## src/rtl/div_unit.sv

```systemverilog
// div_unit: iterative radix-2 restoring divider, signed or unsigned.
//
// Ports:
//   clk_i           sole clock, rising edge
//   rst_ni          asynchronous active-low reset
//   start_i         divide request, sampled only in IDLE
//   signed_div_i    1 = two's-complement divide, 0 = unsigned; sampled with start_i
//   annul_i         flush; aborts any operation in progress
//   a_i, b_i        dividend / divisor, sampled with start_i
//   busy_o          high while in DIV or DONE
//   done_o          one-cycle pulse, results valid
//   quot_o, rem_o   quotient (to LO) and remainder (to HI)
//   div_by_zero_o   high alongside done_o when the divisor was zero
//
// Results are written only on the edge that enters DONE and hold until the next
// DONE entry. All outputs come straight from registers.
module div_unit #(
   parameter int unsigned WIDTH = 32,
   parameter int unsigned CNTW  = 6
) (
   input  logic             clk_i,
   input  logic             rst_ni,
   input  logic             start_i,
   input  logic             signed_div_i,
   input  logic             annul_i,
   input  logic [WIDTH-1:0] a_i,
   input  logic [WIDTH-1:0] b_i,
   output logic             busy_o,
   output logic             done_o,
   output logic [WIDTH-1:0] quot_o,
   output logic [WIDTH-1:0] rem_o,
   output logic             div_by_zero_o
);

   typedef enum logic [1:0] {StIdle, StDiv, StDone} state_e;

   state_e           state_q, state_d;
   logic [CNTW-1:0]  cnt_q, cnt_d;
   logic [WIDTH-1:0] prem_q, prem_d;   // partial remainder
   logic [WIDTH-1:0] dvd_q, dvd_d;     // dividend shifts out MSB-first, quotient shifts in
   logic [WIDTH-1:0] dvs_q, dvs_d;     // divisor magnitude
   logic             negq_q, negq_d;
   logic             negr_q, negr_d;
   logic [WIDTH-1:0] quot_q, quot_d;
   logic [WIDTH-1:0] rem_q, rem_d;
   logic             dbz_q, dbz_d;

   logic             a_neg, b_neg;
   logic [WIDTH-1:0] a_mag, b_mag;
   logic [WIDTH:0]   r_sh, diff;
   logic             fits;
   logic [WIDTH-1:0] r_next, q_next;

   assign a_neg = signed_div_i & a_i[WIDTH-1];
   assign b_neg = signed_div_i & b_i[WIDTH-1];
   // Most-negative value maps to itself, which is its correct unsigned magnitude.
   assign a_mag = a_neg ? -a_i : a_i;
   assign b_mag = b_neg ? -b_i : b_i;

   // One restoring step: shift in the next dividend bit, subtract if it fits.
   assign r_sh   = {prem_q, dvd_q[WIDTH-1]};
   assign diff   = r_sh - {1'b0, dvs_q};
   assign fits   = ~diff[WIDTH];
   assign r_next = fits ? diff[WIDTH-1:0] : r_sh[WIDTH-1:0];
   assign q_next = {dvd_q[WIDTH-2:0], fits};

   always_comb begin
      state_d = state_q;
      cnt_d   = cnt_q;
      prem_d  = prem_q;
      dvd_d   = dvd_q;
      dvs_d   = dvs_q;
      negq_d  = negq_q;
      negr_d  = negr_q;
      quot_d  = quot_q;
      rem_d   = rem_q;
      dbz_d   = dbz_q;
      unique case (state_q)
         StIdle: begin
            if (start_i && !annul_i) begin
               if (b_i == '0) begin
                  state_d = StDone;
                  quot_d  = '1;
                  rem_d   = a_i;
                  dbz_d   = 1'b1;
               end else begin
                  state_d = StDiv;
                  cnt_d   = '0;
                  prem_d  = '0;
                  dvd_d   = a_mag;
                  dvs_d   = b_mag;
                  negq_d  = a_neg ^ b_neg;
                  negr_d  = a_neg;
               end
            end
         end
         StDiv: begin
            if (annul_i) begin
               state_d = StIdle;
               cnt_d   = '0;
            end else begin
               prem_d = r_next;
               dvd_d  = q_next;
               cnt_d  = cnt_q + CNTW'(1);
               if (cnt_q == CNTW'(WIDTH - 1)) begin
                  state_d = StDone;
                  quot_d  = negq_q ? -q_next : q_next;
                  rem_d   = negr_q ? -r_next : r_next;
                  dbz_d   = 1'b0;
               end
            end
         end
         StDone: begin
            // Results are already registered; annul has nothing left to abort.
            state_d = StIdle;
         end
         default: state_d = StIdle;
      endcase
   end

   always_ff @(posedge clk_i or negedge rst_ni) begin
      if (!rst_ni) begin
         state_q <= StIdle;
         cnt_q   <= '0;
         prem_q  <= '0;
         dvd_q   <= '0;
         dvs_q   <= '0;
         negq_q  <= 1'b0;
         negr_q  <= 1'b0;
         quot_q  <= '0;
         rem_q   <= '0;
         dbz_q   <= 1'b0;
      end else begin
         state_q <= state_d;
         cnt_q   <= cnt_d;
         prem_q  <= prem_d;
         dvd_q   <= dvd_d;
         dvs_q   <= dvs_d;
         negq_q  <= negq_d;
         negr_q  <= negr_d;
         quot_q  <= quot_d;
         rem_q   <= rem_d;
         dbz_q   <= dbz_d;
      end
   end

   assign busy_o        = (state_q != StIdle);
   assign done_o        = (state_q == StDone);
   assign quot_o        = quot_q;
   assign rem_o         = rem_q;
   assign div_by_zero_o = dbz_q;

endmodule

```

## config.mk

```make
export PLATFORM = sky130hd
export DESIGN_NAME = div_unit
export DESIGN_NICKNAME = d
export VERILOG_FILES = /design/src/rtl/div_unit.sv
export SDC_FILE = /design/constraint.sdc
export NUM_CORES = 1
export LEC_CHECK = 0
export CAP_MARGIN = 10
export CORE_UTILIZATION = 45
export DETAILED_ROUTE_END_ITERATION = 8
export HOLD_SLACK_MARGIN = 0.06
export PLACE_DENSITY = 0.76
export SETUP_SLACK_MARGIN = 0.02
export SYNTH_ARGS = -nofsm -noshare
export SYNTH_HDL_FRONTEND = slang
export SYNTH_SLANG_ARGS = --single-unit
```

## constraint.sdc

```tcl
create_clock -name clk_i -period 9.6 [get_ports clk_i]
set_input_delay 1.92 -clock clk_i [delete_from_list [all_inputs] [get_ports clk_i]]
set_output_delay 1.92 -clock clk_i [all_outputs]
set_load 0.05 [all_outputs]
```

## Word-level counts from Yosys, hierarchy flattened

Cells that the tools add are included.

| word-level totals | value |
|---|---|
| register bits | 171 |
| input bits | 69 |
| output and inout bits | 67 |
| word-level logic and storage cells | 78 |

| cells by class | value |
|---|---|
| add/subtract/negate cells | 6 |
| equal/unequal tests | 9 |
| multiplexer cells | 37 |
| bitwise logic cells | 5 |
| reduce and logical (&&, ||, !) cells | 11 |

Operators with widths:

| cell | number |
|---|---|
| 2-to-1 mux 32 bit | 19 |
| one-hot mux 32 bit (2 select lines) | 4 |
| negator 32 bit | 4 |
| subtractor 33 x 32 -> 33 bit | 1 |
| zero test 32 bit | 1 |
| 2-to-1 mux 6 bit | 3 |
| one-hot mux 6 bit (2 select lines) | 1 |
| != test 2 bit (second input constant) | 5 |
| 2-to-1 mux 2 bit | 4 |
| adder 6 x 1 -> 6 bit (second input constant) | 1 |
| equality test 6 x 5 -> 1 bit (second input constant) | 1 |
| AND reduction 3 bit | 2 |
| AND reduction 5 bit | 1 |
| 2-to-1 mux 1 bit | 4 |
| one-hot mux 2 bit (2 select lines) | 1 |
| AND reduction 4 bit | 1 |
| nonzero test 2 bit | 2 |
| != test 3 bit (second input constant) | 1 |
| bitwise AND 1 bit | 2 |
| equality test 2 x 1 -> 1 bit (second input constant) | 1 |
| equality test 2 bit (second input constant) | 1 |
| zero test 2 bit | 1 |
| NOT 1 bit | 2 |
| one-hot mux 1 bit (2 select lines) | 1 |
| other kinds (4) | 4 |

## Longest topological paths before layout

Gate-level depths: netlist of the first run.

| logic depth | value |
|---|---|
| depth in word-level cells | 7 |
| gate-level depth with buffers | 25 |
| mapped depth without buffers | 22 |

## Worst setup path after synthesis of the first run

No wires, ideal clock.

| path | value |
|---|---|
| path type | register to register |
| start | register dvd_q[31] |
| end | register rem_q[22] (netlist: rem_o[22]) |
| setup time | 0.126 ns |
| arrival time | 4.820 ns |
| data required time | 9.474 ns |
| slack | 4.654 ns |
| stages on the path, launching flop included | 25 |
| buffers on the path | 3 |
| clock period less this slack | 4.946 ns |
| cells stage by stage | dfrtp_1 inv_1 ha_1 inv_1 fa_1 a211oi_2 o21a_2 a21oi_2 o2111a_2 o21a_2 nor2_4 inv_4 buf_6 buf_2 buf_6 mux2i_1 ha_1 nand2b_1 nor3_1 o21ai_0 a222oi_1 and3_1 a21oi_1 xnor2_1 a221o_1 |

| between the ends | value |
|---|---|
| word-level cells in the longest chain between the ends | 7 |

Ends and longest elaborated chain:

| element | RTL line | RTL |
|---|---|---|
| start: declaration | 40 | `logic [WIDTH-1:0] dvd_q, dvd_d;` |
| start signal: assignment | 137 | `dvd_q <= dvd_d;` |
| subtractor 33 x 32 -> 33 bit | 62 | `assign diff = r_sh - {1'b0, dvs_q};` |
| 2-to-1 mux 32 bit * | 64 | `assign r_next = fits ? diff[WIDTH-1:0] : r_sh[WIDTH-1:0];` |
| negator 32 bit | 108 | `rem_d = negr_q ? -r_next : r_next;` |
| 2-to-1 mux 32 bit * | 108 |  |
| 2-to-1 mux 32 bit * | 105 | `if (cnt_q == CNTW'(WIDTH - 1)) begin` |
| 2-to-1 mux 32 bit * | 98 | `if (annul_i) begin` |
| one-hot mux 32 bit (2 select lines) * | 78 | `unique case (state_q)` |
| end signal: assignment | 142 | `rem_q <= rem_d;` |
| end: declaration | 45 | `logic [WIDTH-1:0] rem_q, rem_d;` |

Every way passes the cells marked *; elsewhere a longest branch is shown, timed or not. The select of a mux whose other input is x is not followed.
A chain may end at the register's enable or synchronous reset.

## Worst setup path in the final report of the first run

| path | value |
|---|---|
| start | input b_i[9] |
| end | register quot_q[15] (netlist: quot_o[15]) |

| between the ends | value |
|---|---|
| word-level cells in the longest chain between the ends | 3 |

Ends and longest elaborated chain:

| element | RTL line | RTL |
|---|---|---|
| start: declaration | 27 | `input logic [WIDTH-1:0] b_i,` |
| zero test 32 bit | 81 | `if (b_i == '0) begin` |
| != test 2 bit (no source line) | - |  |
| AND reduction 5 bit (no source line) | - |  |
| end signal: assignment | 141 | `quot_q <= quot_d;` |
| end: declaration | 44 | `logic [WIDTH-1:0] quot_q, quot_d;` |

Every way passes these cells.

==> key figures, run 1 <==
Outcome
  • Status: complete, no violations

Global route
  • Initial antenna violation count: 0
  • Total track usage: 23.8%
  • Global route total overflow: 0
  • Wire length of the first global-routing pass: 54300 um
  • Largest net degree at the start of global routing: 99
  • Vias in the first global route: 10700

Route
  • Via density: 5.75
  • DRC: 0
  • First-pass detailed-route iteration total: 6
  • ANT nets after route: 0
  • DRT iter0 DRCs: 933
  • Post-DR wirelength/cell: 16.8 um
  • Routed vias: 11400
  • Drt total wl: 33400 um

Floorplanning
  • I/O Pins: 136
  • Initial Util: 46.1%
  • DIE AREA: 28400 um^2
  • Core ar.: 27100 um^2
  • Die Y: 169 um
  • Die width: 169 um
  • Cell Rows: 60

Clock network
  • Hold_buf cts: 0
  • Cts bufs inserted: 17
  • H-tree levels: 4
  • CTS tree: yes
  • Postcts setup bufs: 0
  • Clock Path Buffers: 2
  • CTS resizes: 0
  • Clk sinks: 171
  • Clock Latency Late Sink: 0.44 ns
  • Root buf cell: clkbuf_16
  • Worst-path clk slew: 0.08 ns

Final layout
  • Filler cells: 2501
  • Commonest cells after routing, fill and taps aside: nand2_1, dfrtp_1, a21oi_1, o21ai_0, clkdlybuf4s50_1
  • Nets: 1709
  • # diodes: 0
  • Fin util: 53.9%
  • Share of cells above drive strength 1: 6.25%
  • Most common cell after layout, fill and taps aside: nand2_1
  • Area grow syn2layout: 17.0%

Setup path
  • FF-to-FF path depth: 21
  • Crit Path Class: input pin to flip-flop
  • Critical Path AT: 6.30 ns
  • Crit path max fanout: 39
  • Element type at the critical path end: flip-flop
  • Reg-to-reg startpoint: dvd_q[31]$_DFFE_PN0P_
  • Crit path from: b_i[9]
  • Flop-to-flop setup slack: 3.60 ns
  • Worst Setup Start Kind: input pin
  • CP endpoint: quot_o[15]$_DFFE_PN0P_
  • WP data required: 9.86 ns
  • Reg2reg end: rem_o[22]$_DFFE_PN0P_

STA
  • Worst slew pin tran: 1.20 ns
  • Worst slew margin: 19.8%
  • Final worst-path cycle share: 62.9%
  • Max Transition Viols Final: 0
  • Setup violators final: 0
  • Min cycle time layout: 6.04 ns
  • Setup ws final: 3.56 ns
  • Fin Setup TNS: 0 ns
  • RSZ-0062 raised after global routing: no
  • Clock skew: 0.00905 ns
  • Fmax: 166 MHz
  • Fin. Hold Viols: 0

Yosys
  • Ys async rst share: 100%
  • Top cells by area, synth: dfrtp_1, a21oi_1, o21ai_0, nand2_1, xnor2_1
  • Main flop type after synthesis: dfrtp_1
  • Largest area contributor in the synthesized netlist: dfrtp_1
  • Yosys cell types: 90
  • Synth Register Bits: 171
  • Area of the mapped netlist: 12500 um^2
  • Mean Syn Cell Area: 8.19 um^2
  • Synth warn: 0
  • Post-synth EDFFs: 0
  • Cell count after synthesis: 1526
  • Mapped Nets: 1633
  • Sequential element share of the synthesized area: 34.2%
  • Area fraction of the dominant cell type after synthesis: 34.2%

Pwr
  • P per Cell Area: 168 nW/um^2
  • VDD IR max: 0.000111 V
  • Static leakage: 5.96 nW

Placed design
  • GPL Wtd Cong: 0.897
  • Detailed placer's ending HPWL: 24600 um
  • IO Port Bufs: 135
  • Pre-CTS setup slack: 3.17 ns

Flow run
  • Max Cap Viol: 0

Hold path
  • Worst min path class: flip-flop to flip-flop
==> how the worst min path moves through the flow <==
| stage | startpoint | endpoint | slack (ns) | depth (start not counted) |
|---|---|---|---|---|
| 5_1_grt | rem_o[5]$_DFFE_PN0P_ | rem_o[5]$_DFFE_PN0P_ | 0.51 | 2 |
| 4_1_cts | rem_o[5]$_DFFE_PN0P_ | rem_o[5]$_DFFE_PN0P_ | 0.49 | 2 |
| 3_3_place_gp | rem_o[4]$_DFFE_PN0P_ | rem_o[4]$_DFFE_PN0P_ | 0.48 | 2 |
| 2_1_floorplan | cnt_q[4]$_DFFE_PN0P_ | cnt_q[4]$_DFFE_PN0P_ | 0.46 | 1 |
| 3_5_place_dp | rem_o[5]$_DFFE_PN0P_ | rem_o[5]$_DFFE_PN0P_ | 0.47 | 2 |
| 6_report | rem_o[5]$_DFFE_PN0P_ | rem_o[5]$_DFFE_PN0P_ | 0.49 | 2 |
==> registers in the layout, summed over array words and instances, names as in the netlist <==
name / cells
cnt_q: 6
div_by_zero_o: 1
dvd_q: 32
dvs_q: 32
negq_q: 1
negr_q: 1
prem_q: 32
quot_o: 32
rem_o: 32
state_q: 2
==> worst max-delay path, cell delays in order <==
cell	delay, ns
clkdlybuf4s50_1	0.47
or4_1	0.59
nor4_1	0.27
nand2b_1	0.18
nor3_4	0.28
nand2_2	0.11
nor3_2	0.58
nand3b_1	0.16
a211o_1	0.35
buf_4	0.26
nor2_1	0.94
a21oi_1	0.17
==> power by group <==
group / internal [W] / switching (W)
sequential: 0.000803 / 0.0000948
combinational: 0.000303 / 0.000485
clock: 0.000426 / 0.000340
total: 0.00153 / 0.000920
==> metrics by stage <==
step / std cells / hold slack (ns) / power [W] / instance area, um^2
floorplan: 1526 / 0.461 / 0.00147 / 12500
finish: 1987 / 0.486 / 0.00245 / 14600
global route: 1987 / 0.509 / 0.00259 / 14600
global placement: 1954 / 0.475 / 0.00167 / 13900
detailed placement: 1954 / 0.471 / 0.00169 / 13900
CTS: 1986 / 0.488 / 0.00245 / 14600
==> logic make-up after synthesis <==
| logic type | share of synthesized area [%] |
|---|---|
| AO/OA/AOI/OAI | 25.6 |
| AND/OR/NAND/NOR | 19.2 |
| flip-flops | 34.2 |
| buffers and inverters | 5.28 |
| XOR/XNOR | 9.39 |
| adder cells (fa/ha/maj) | 3.86 |
| multiplexers | 2.45 |
==> cell usage after synthesis, types with 4 or more instances <==
| master | n |
|---|---|
| nor3_1 | 27 |
| o21ai_0 | 148 |
| and3_1 | 19 |
| clkbuf_1 | 49 |
| ha_1 | 37 |
| o21bai_1 | 4 |
| mux2i_1 | 25 |
| inv_1 | 50 |
| nor2b_1 | 5 |
| nor4_1 | 19 |
| buf_1 | 4 |
| buf_2 | 14 |
| a21o_1 | 11 |
| xor2_1 | 67 |
| nand4_1 | 11 |
| or4_1 | 11 |
| buf_6 | 9 |
| nand2_1 | 176 |
| a21oi_1 | 156 |
| o211ai_1 | 6 |
| o21ai_1 | 12 |
| o31ai_1 | 23 |
| nor2_1 | 132 |
| a21oi_2 | 5 |
| nand2b_1 | 13 |
| o41ai_1 | 9 |
| and2_1 | 11 |
| mux2_2 | 5 |
| o22ai_1 | 32 |
| a211oi_1 | 11 |
| o31ai_2 | 4 |
| nand3_1 | 19 |
| o21a_1 | 11 |
| a31oi_1 | 32 |
| nand3b_1 | 5 |
| xnor2_1 | 67 |
| or3_1 | 20 |
| dfrtp_1 | 171 |
| buf_4 | 11 |
| or2_2 | 5 |
==> layer usage <==
layer	up-vias	routed length (um)	track usage, %
li1	5632	-	-
met1	5363	15300	32.7
met2	391	15500	39.4
met3	40	1900	3.34
met4	0	620	5.93
met5	-	0	0
==> layout make-up <==
| type | instances | area (um^2) | area share (%) |
|---|---|---|---|
| tap | 372 | 465 | 3.18 |
| inverter | 52 | 198 | 1.35 |
| sequential | 171 | 4280 | 29.3 |
| clock inverter | 15 | 220 | 1.51 |
| timing repair buffer | 145 | 1450 | 9.90 |
| clock buffer | 17 | 425 | 2.91 |
| multi-input combinational | 1215 | 7580 | 51.9 |
Note: power is estimated with default switching activity, not from simulation.
==> run 2, diff against run 1 <==
--- a/config.mk
+++ b/config.mk
@@ -9,7 +9,7 @@
 export CORE_UTILIZATION = 45
 export DETAILED_ROUTE_END_ITERATION = 8
 export HOLD_SLACK_MARGIN = 0.06
-export PLACE_DENSITY = 0.76
+export PLACE_DENSITY = 0.78
 export SETUP_SLACK_MARGIN = 0.02
 export SYNTH_ARGS = -nofsm -noshare
 export SYNTH_HDL_FRONTEND = slang
==> constraint.sdc (replaced) <==
create_clock -name clk_i -period 5.29 [get_ports clk_i]
set_input_delay 1.058 -clock clk_i [delete_from_list [all_inputs] [get_ports clk_i]]
set_output_delay 1.058 -clock clk_i [all_outputs]
set_load 0.05 [all_outputs]
==> key figures, run 2 (same netlist as run 1, synthesis figures left out) <==
Outcome
  • Status: complete, no violations

Clock network
  • Hold_buf cts: 0
  • Worst-path clk slew: 0.08 ns
  • Clk sinks: 171
  • H-tree levels: 4
  • Cts bufs inserted: 17
  • Clock Path Buffers: 2
  • Root buf cell: clkbuf_16
  • Postcts setup bufs: 0
  • CTS tree: yes
  • CTS resizes: 0
  • Clock Latency Late Sink: 0.44 ns

Global route
  • Total track usage: 23.7%
  • Vias in the first global route: 10400
  • Largest net degree at the start of global routing: 99
  • Initial antenna violation count: 0
  • Global route total overflow: 0
  • Wire length of the first global-routing pass: 53900 um

Setup path
  • Element type at the critical path end: flip-flop
  • Critical Path AT: 5.28 ns
  • Crit path from: dvd_q[31]$_DFFE_PN0P_
  • Crit path max fanout: 11
  • Crit Path Class: flip-flop to flip-flop
  • WP data required: 5.61 ns
  • Reg-to-reg startpoint: dvd_q[31]$_DFFE_PN0P_
  • Worst Setup Start Kind: flip-flop

STA
  • Fin Setup TNS: 0 ns
  • Clock skew: 0.0119 ns
  • Worst slew pin tran: 0.953 ns
  • Final worst-path cycle share: 93.8%
  • Setup violators final: 0
  • Fin. Hold Viols: 0
  • Min cycle time layout: 4.96 ns
  • Fmax: 201 MHz
  • Max Transition Viols Final: 0
  • RSZ-0062 raised after global routing: no
  • Worst slew margin: 36.4%

Pwr
  • P per Cell Area: 296 nW/um^2
  • Static leakage: 5.99 nW
  • Total Power: 0.00433 W
  • VDD IR max: 0.000246 V

Final layout
  • Nets: 1721
  • Filler cells: 2467
  • Share of cells above drive strength 1: 6.88%
  • Finished Layout Cells: 1999
  • Area grow syn2layout: 17.3%
  • Commonest cells after routing, fill and taps aside: nand2_1, dfrtp_1, a21oi_1, o21ai_0, clkdlybuf4s50_1
  • Most common cell after layout, fill and taps aside: nand2_1
  • # diodes: 0

Route
  • ANT nets after route: 0
  • Drt total wl: 33300 um
  • Routed vias: 11400
  • DRC: 0
  • Via density: 5.72
  • First-pass detailed-route iteration total: 6
  • Post-DR wirelength/cell: 16.7 um
  • DRT iter0 DRCs: 969

Floorplanning
  • Core ar.: 27100 um^2
  • Cell Rows: 60
  • Die Y: 169 um
  • DIE AREA: 28400 um^2
  • I/O Pins: 136
  • Initial Util: 46.1%
  • Die width: 169 um

Placed design
  • GPL Wtd Cong: 0.907
  • IO Port Bufs: 135
  • Dpl cells: 1967
  • Detailed placer's ending HPWL: 25200 um

Hold path
  • Worst min path class: flip-flop to flip-flop
  • Min-Delay Startpoint: rem_o[0]$_DFFE_PN0P_

Flow run
  • Max Cap Viol: 0
## run 2: worst paths after layout
path,end,slack [ns],depth (start not counted)
hold reg to reg,rem_o[0]$_DFFE_PN0P_,0.49,2
max in group asynchronous,dvs_q[22]$_DFFE_PN0P_,3.69,2
hold / removal,rem_o[0]$_DFFE_PN0P_,0.49,2
setup reg to reg,rem_o[22]$_DFFE_PN0P_,0.33,22
setup / recovery,rem_o[22]$_DFFE_PN0P_,0.33,22
min in group asynchronous,dvd_q[4]$_DFFE_PN0P_,0.66,1
## run 2: power breakdown
| part | switching (W) | leakage, nW | total (W) | internal [W] |
|---|---|---|---|---|
| registers | 0.000169 | 2.18 | 0.00163 | 0.00146 |
| logic | 0.000888 | 3.52 | 0.00145 | 0.000557 |
| clock network | 0.000592 | 0.286 | 0.00126 | 0.000672 |
## run 2: worst max-delay path, stage by stage, from the launching register on
cell and delay (ns):
dfrtp_1 0.39, inv_1 0.09, ha_1 0.18, inv_1 0.06, fa_1 0.41, a211oi_2 0.26
o21a_2 0.25, a21oi_2 0.08, o2111a_2 0.32, o21a_2 0.29, nor2_4 0.16, inv_4 0.07
mux2i_1 0.26, ha_1 0.27, nand2b_1 0.11, nor3_1 0.20, o21ai_0 0.18, a222oi_1 0.32
buf_4 0.21, and3_1 0.18, a21oi_1 0.08, xnor2_1 0.16, a221o_1 0.32
## run 2: layer usage
metal	GRT usage (%)	share of wire [%]	wire length, um
met1	33.6	47	15600
met2	37.4	45	15000
met3	4.14	6.7	2240
met4	6.01	1.4	455
met5	0	0	0
## run 2: final cells by class
cell class / count / area, um^2 / area share (%)
inverters: 52 / 198 / 1.35
multi-input cells: 1215 / 7580 / 51.8
clock buffers: 18 / 429 / 2.93
well taps: 372 / 465 / 3.18
repair buffers: 157 / 1540 / 10.5
flip-flops and latches: 171 / 4280 / 29.2
clock inverters: 14 / 156 / 1.07
## run 2: through the flow
stage	cell area (um^2)	setup WS, ns	hold slack, ns	util (%)
floorplan	12500	0.344	0.461	-
CTS	14700	0.392	0.496	54.1
detailed placement	14100	0.300	0.478	51.9
global placement	14100	0.387	0.474	51.9
finish	14700	0.326	0.491	54.1
global route	14700	0.0492	0.527	54.1
